File: config.mk
export PLATFORM = sky130hd
export DESIGN_NAME = cart_usb_arbiter
export DESIGN_NICKNAME = d
export VERILOG_FILES = /design/src/rtl/cart_usb_arbiter_pkg.sv /design/src/rtl/cart_usb_arbiter.sv
export SDC_FILE = /design/constraint.sdc
export NUM_CORES = 1
export LEC_CHECK = 0
export ABC_AREA = 1
export CORE_MARGIN = 1.5
export CORE_UTILIZATION = 30
export CTS_CLUSTER_SIZE = 24
export DETAILED_ROUTE_END_ITERATION = 8
export PLACE_DENSITY = 0.71
export REMOVE_ABC_BUFFERS = 1
export SETUP_SLACK_MARGIN = 0.15
export SLEW_MARGIN = 30
export SYNTH_ARGS = -nofsm -noshare
export SYNTH_HDL_FRONTEND = slang
export SYNTH_SLANG_ARGS = --single-unit
File: constraint.sdc
create_clock -name clk -period 3.6 [get_ports clk]
set_input_delay 0.72 -clock clk [delete_from_list [all_inputs] [get_ports clk]]
set_output_delay 0.72 -clock clk [all_outputs]
set_load 0.02 [all_outputs]
File: src/rtl/cart_usb_arbiter_pkg.sv
// Shared definitions for the cartridge/USB SDRAM arbiter.
//   - default bus widths and starvation limit
//   - USB transfer-type codes
//   - arbiter FSM state encoding
//   - helper for sizing the starvation counter
package cart_usb_arbiter_pkg;

  localparam int ADDR_W_DEF       = 26;
  localparam int DATA_W_DEF       = 16;
  localparam int STARVE_LIMIT_DEF = 4;

  typedef enum logic [2:0] {
    USB_NONE = 3'b000,
    USB_CODE = 3'b001,
    USB_V    = 3'b010,
    USB_KS   = 3'b011,
    USB_SR   = 3'b101,
    USB_SL   = 3'b110
  } usb_type_e;

  typedef enum logic [2:0] {
    ST_IDLE       = 3'd0,
    ST_ISSUE_CART = 3'd1,
    ST_ISSUE_USB  = 3'd2,
    ST_WAIT       = 3'd3,
    ST_DONE       = 3'd4
  } arb_state_e;

  // Bits needed to count 0..limit inclusive; never less than one bit.
  function automatic int starve_width(input int limit);
    int w;
    w = $clog2(limit + 1);
    return (w < 1) ? 1 : w;
  endfunction

endpackage

File: src/rtl/cart_usb_arbiter.sv
// Arbitrates the single SDRAM port between the cartridge bus and the USB
// host. Each granted transaction strobes the buffer stage once (which
// translates the address and advances its offset), then issues one memory
// request and returns a one-cycle ack to the granted side.
//
// Ports
//   clk, rst                    clock, async active-high reset
//   cart_req/we/addr_in/wdata   cartridge request (held until cart_ack)
//   cart_ack, cart_rdata        cartridge completion pulse, read data
//   usb_req/we/type/wdata       USB request (held until usb_ack)
//   usb_ack, usb_rdata          USB completion pulse, read data
//   from_cart, from_usb         buffer-stage strobes (one cycle per grant)
//   cart_addr, usb_trans_type   buffer-stage selectors
//   buf_mem_addr                translated address from the buffer stage
//   mem_req/we/addr/wdata       SDRAM request, held until mem_ack
//   mem_ack, mem_rdata          SDRAM completion and read data
//
// state         | meaning
// --------------+-----------------------------------------------------
// ST_IDLE       | arbitrate between cart_req and usb_req
// ST_ISSUE_CART | strobe buffer stage for cart, capture address/data
// ST_ISSUE_USB  | strobe buffer stage for USB, capture address/data
// ST_WAIT       | mem_req held until mem_ack (skipped for USB NONE)
// ST_DONE       | ack pulse to the granted side
module cart_usb_arbiter
  import cart_usb_arbiter_pkg::*;
#(
  parameter int ADDR_W       = ADDR_W_DEF,
  parameter int DATA_W       = DATA_W_DEF,
  parameter int STARVE_LIMIT = STARVE_LIMIT_DEF
) (
  input  logic              clk,
  input  logic              rst,

  input  logic              cart_req,
  input  logic              cart_we,
  input  logic [ADDR_W-1:0] cart_addr_in,
  input  logic [DATA_W-1:0] cart_wdata,
  output logic              cart_ack,
  output logic [DATA_W-1:0] cart_rdata,

  input  logic              usb_req,
  input  logic              usb_we,
  input  logic [2:0]        usb_type,
  input  logic [DATA_W-1:0] usb_wdata,
  output logic              usb_ack,
  output logic [DATA_W-1:0] usb_rdata,

  output logic              from_cart,
  output logic              from_usb,
  output logic [ADDR_W-1:0] cart_addr,
  output logic [2:0]        usb_trans_type,
  input  logic [ADDR_W-1:0] buf_mem_addr,

  output logic              mem_req,
  output logic              mem_we,
  output logic [ADDR_W-1:0] mem_addr,
  output logic [DATA_W-1:0] mem_wdata,
  input  logic              mem_ack,
  input  logic [DATA_W-1:0] mem_rdata
);

  localparam int STARVE_W = starve_width(STARVE_LIMIT);
  localparam logic [STARVE_W-1:0] STARVE_MAX = STARVE_W'(STARVE_LIMIT);

  arb_state_e          state;
  logic [STARVE_W-1:0] starve_cnt;
  logic                grant_usb;  // side owning the in-flight transaction
  logic                no_access;  // USB NONE: complete without touching memory

  // USB wins only when it has been starved long enough, or cart is idle.
  logic usb_wins;
  assign usb_wins = usb_req && (!cart_req || (starve_cnt == STARVE_MAX));

  always_ff @(posedge clk or posedge rst) begin
    if (rst) begin
      state          <= ST_IDLE;
      starve_cnt     <= '0;
      grant_usb      <= 1'b0;
      no_access      <= 1'b0;
      from_cart      <= 1'b0;
      from_usb       <= 1'b0;
      cart_addr      <= '0;
      usb_trans_type <= 3'b000;
      mem_req        <= 1'b0;
      mem_we         <= 1'b0;
      mem_addr       <= '0;
      mem_wdata      <= '0;
      cart_ack       <= 1'b0;
      usb_ack        <= 1'b0;
      cart_rdata     <= '0;
      usb_rdata      <= '0;
    end else begin
      // single-cycle pulses
      from_cart <= 1'b0;
      from_usb  <= 1'b0;
      cart_ack  <= 1'b0;
      usb_ack   <= 1'b0;

      case (state)
        ST_IDLE: begin
          if (usb_wins) begin
            state          <= ST_ISSUE_USB;
            from_usb       <= 1'b1;
            usb_trans_type <= usb_type;
            grant_usb      <= 1'b1;
            starve_cnt     <= '0;
          end else if (cart_req) begin
            state     <= ST_ISSUE_CART;
            from_cart <= 1'b1;
            cart_addr <= cart_addr_in;
            grant_usb <= 1'b0;
            if (!usb_req) begin
              starve_cnt <= '0;
            end else if (starve_cnt != STARVE_MAX) begin
              starve_cnt <= starve_cnt + 1'b1;
            end
          end else begin
            // nothing pending; usb_req is necessarily low here
            starve_cnt <= '0;
          end
        end

        ST_ISSUE_CART: begin
          mem_addr  <= buf_mem_addr;
          mem_we    <= cart_we;
          mem_wdata <= cart_wdata;
          mem_req   <= 1'b1;
          no_access <= 1'b0;
          state     <= ST_WAIT;
        end

        ST_ISSUE_USB: begin
          mem_addr  <= buf_mem_addr;
          mem_wdata <= usb_wdata;
          if (usb_trans_type == USB_NONE) begin
            mem_we    <= 1'b0;
            mem_req   <= 1'b0;
            no_access <= 1'b1;
          end else begin
            mem_we    <= usb_we;
            mem_req   <= 1'b1;
            no_access <= 1'b0;
          end
          state <= ST_WAIT;
        end

        ST_WAIT: begin
          if (no_access) begin
            // NONE transfers still pass through WAIT so every grant has
            // the same minimum cadence; mem_ack is not consulted.
            usb_ack <= 1'b1;
            state   <= ST_DONE;
          end else if (mem_ack) begin
            mem_req <= 1'b0;
            mem_we  <= 1'b0;
            state   <= ST_DONE;
            if (grant_usb) begin
              usb_ack <= 1'b1;
              if (!mem_we) usb_rdata <= mem_rdata;
            end else begin
              cart_ack <= 1'b1;
              if (!mem_we) cart_rdata <= mem_rdata;
            end
          end
        end

        ST_DONE: begin
          state <= ST_IDLE;
        end

        default: begin
          state <= ST_IDLE;
        end
      endcase
    end
  end

endmodule

==> impl_results.md <==
* Status: completed
* Number of cell rows at 46
* Library cells used by synthesis at 25
* Peak supply drop at 0.391 mV
* Min-Delay Path Class: reg2reg
* Max-Cap Viols at 0
* Switching share of power at 0.398
* Total congestion overflow at 0
* Place WS at 1070 ps
* Max Clock Skew at 5.34 ps
* Total power at 0.00750 W
* Synthesized area at 4920 um2
* Worst slew pin tran at 770 ps
* CORE AREA at 15900 um2
* Largest area contributor in the synthesized netlist: dfrtp_1
* Area contributors post-synth: dfrtp_1 59%, nand2_1 20%, o21ai_0 6.0%
* Routability Congestion at 0.759
* R2R Path Start: state[0]
* Fillers at 1495
* Setup crit start kind: flip-flop
* DR vias/cell at 4.33
* Top cell type's share of synthesized area at 0.595
* Pin count of the biggest net entering global routing at 51
* Sequential cell area at 2930 um2
* Clock latency on the worst-skew pair at 410 ps
* Final Hold Fails at 0
* Pins over their slew limit at 0
* H-tree levels at 4
* DR DRC count at 0
* RSZ-0062 raised after global routing: no
* Via count at 4414
* Final setup fails at 0
* Critical path required time at 3940 ps
* Syn Inst Count at 574
* CTS clk-pin slew, worst paths at 50 ps
* Worst hold start: mem_addr[7]
* Worst setup startpoint: state[0]
* Resized cells post-CTS at 0
* Leakage at 3.80 nW
* Power Density at 952 nW/um2
* Gate power share at 0.472
* Multi-input logic area at 1710 um2
* Data arrival, critical path at 2740 ps
* Share of cells above drive strength 1 at 0.0609
* Number of port buffers at 218
* Drt total wl at 13400 um
* Final core occ at 0.494
* Antenna violations before repair at 0
* FF+latch count, synth at 117
* Internal at 0.00451 W
* Sequential area share after synthesis at 0.595
* Diode count at 0
* First-pass GRT wire length at 22200 um
* Final worst slack at 1210 ps
* CTS Buf Count at 17
* Hold Buf Count CTS at 0
* Crit Path Category: reg2reg
* Tmin final at 2390 ps
* DR pass1 iterations at 5
* NetSw at 0.00298 W
* F_max at 418 MHz
* Clock network fraction of total power at 0.224
* Max Fanout on Critical Path at 50
* Sequential group share of total power at 0.304
* Normalized max-slew margin at 0.485
* Die width at 131 um
* Yosys warnings at 0
* Post-DP HPWL at 9360 um
* Initial DRC count at 194
* CP endpoint kind: flip-flop
* Wire length per cell at 13.1 um
* Fin crit share at 0.664
* Antenna Nets Post-Route at 0
* Nets at 903
* Maximum buffer depth of the clock tree at 2
* Area grow syn2layout at 60.0%
* Root buffer cell: clkbuf_16
* Chip Height at 131 um
* Total I/O pin count at 219
* DIE AREA at 17200 um2
* Global router's overall resource usage at 0.161
* Clock Sinks at 117
* Vias in the first global route at 4275
* Starting density of the core at 0.309
* Synth Area per Inst at 8.58 um2
* Post-CTS setup buffers at 0
* TritonCTS clock tree: built
layer usage:
layer | vias up | global-route usage | part of all wire
met5 | - | 0 | 0
met4 | 0 | 0.0549 | 0.013
met3 | 14 | 0.0579 | 0.080
met2 | 153 | 0.257 | 0.46
met1 | 2013 | 0.201 | 0.45
li1 | 2234 | - | -
critical path, stage by stage, from the launching register on:
cell and delay, ps:
dfrtp_1 450, nor2_2 80, nand2_2 430, nand2_4 290, inv_2 640, buf_4 300, nand2_1 70, nand2_1 60
cell families (layout without fill, tap and decap cells):
family | Yosys count | count (layout) | share of synthesized area
and+or+nand+nor | 320 | 320 | 0.267
adders and majority gates | 2 | 2 | 0.00508
buffers and inverters | 63 | 293 | 0.0592
AOI/OAI and AO/OA | 72 | 72 | 0.0739
DFF | 117 | 117 | 0.595
power groups by stage:
stage               registers, W  clock network, W  logic [W]
detailed placement       0.00229                 0    0.00360
global placement         0.00229                 0    0.00353
CTS                      0.00229           0.00173    0.00360
finish                   0.00228           0.00168    0.00354
floorplan                0.00296                 0    0.00122
global route             0.00237           0.00179    0.00389
cell usage after synthesis:
cell      count
nand2_1     263
dfrtp_1     117
o21ai_0      59
inv_1        35
nand3_1      34
buf_2        14
nor2_1        9
o21ai_1       9
clkbuf_1      6
buf_6         4
nand2_2       3
a21oi_1       2
buf_4         2
ha_1          2
inv_2         2
nor2_4        2
nor3_1        2
nor3_2        2
nand2_4       1
nand3_2       1
nand3b_4      1
nand4_1       1
nor2_2        1
o21a_1        1
o22ai_1       1
layout make-up:
| class | count | share of cell area |
|---|---|---|
| well taps | 216 | 0.0343 |
| inverters | 37 | 0.0179 |
| clock buffers | 24 | 0.0624 |
| repair buffers | 224 | 0.284 |
| clock inverters | 8 | 0.0124 |
| multi-input cells | 394 | 0.217 |
| flip-flops and latches | 117 | 0.372 |
stage by stage:
step	instance area [um2]	hold slack (ps)	TNS, ps	cells
after floorplan	4770	478	-25830	548
after global placement	7280	453	0	988
after detailed placement	7280	457	0	988
after CTS	7870	471	0	1020
after global routing	7880	483	0	1020
final	7880	465	0	1020
path summary, 6_finish.rpt:
kind | end | slack, ps | depth (start not counted)
worst max-delay path | mem_addr[5] | 1210 | 7
worst min-delay path | mem_addr[7] | 470 | 2
worst max register to register | mem_addr[5] | 1210 | 7
worst min register to register | mem_addr[7] | 470 | 2
max in group asynchronous | mem_wdata[14] | 2160 | 3
min in group asynchronous | mem_addr[21] | 710 | 2
state kept, by name, indices dropped and copies added (netlist names):
signal / count
cart_addr: 26
mem_addr: 26
cart_rdata: 16
mem_wdata: 16
usb_rdata: 16
starve_cnt: 3
state: 3
usb_trans_type: 3
cart_ack: 1
from_cart: 1
from_usb: 1
grant_usb: 1
mem_req: 1
mem_we: 1
no_access: 1
usb_ack: 1
layout by cell type, fill, tap and decap left out, drive strengths merged:
cell	netlist	routed
clkbuf	6	24
buf	20	6
inv	37	37
o22ai	1	1
o21ai	68	68
clkdlybuf4s50	0	218
nand2	267	267
clkinvlp	0	3
a21oi	2	2
clkinv	0	3
dfrtp	117	117
nor2	12	12
bufinv	0	2
o21a	1	1
nor3	4	4
nand3	35	35
nand3b	1	1
ha	2	2
nand4	1	1
Note: power is estimated with default switching activity, not from simulation.
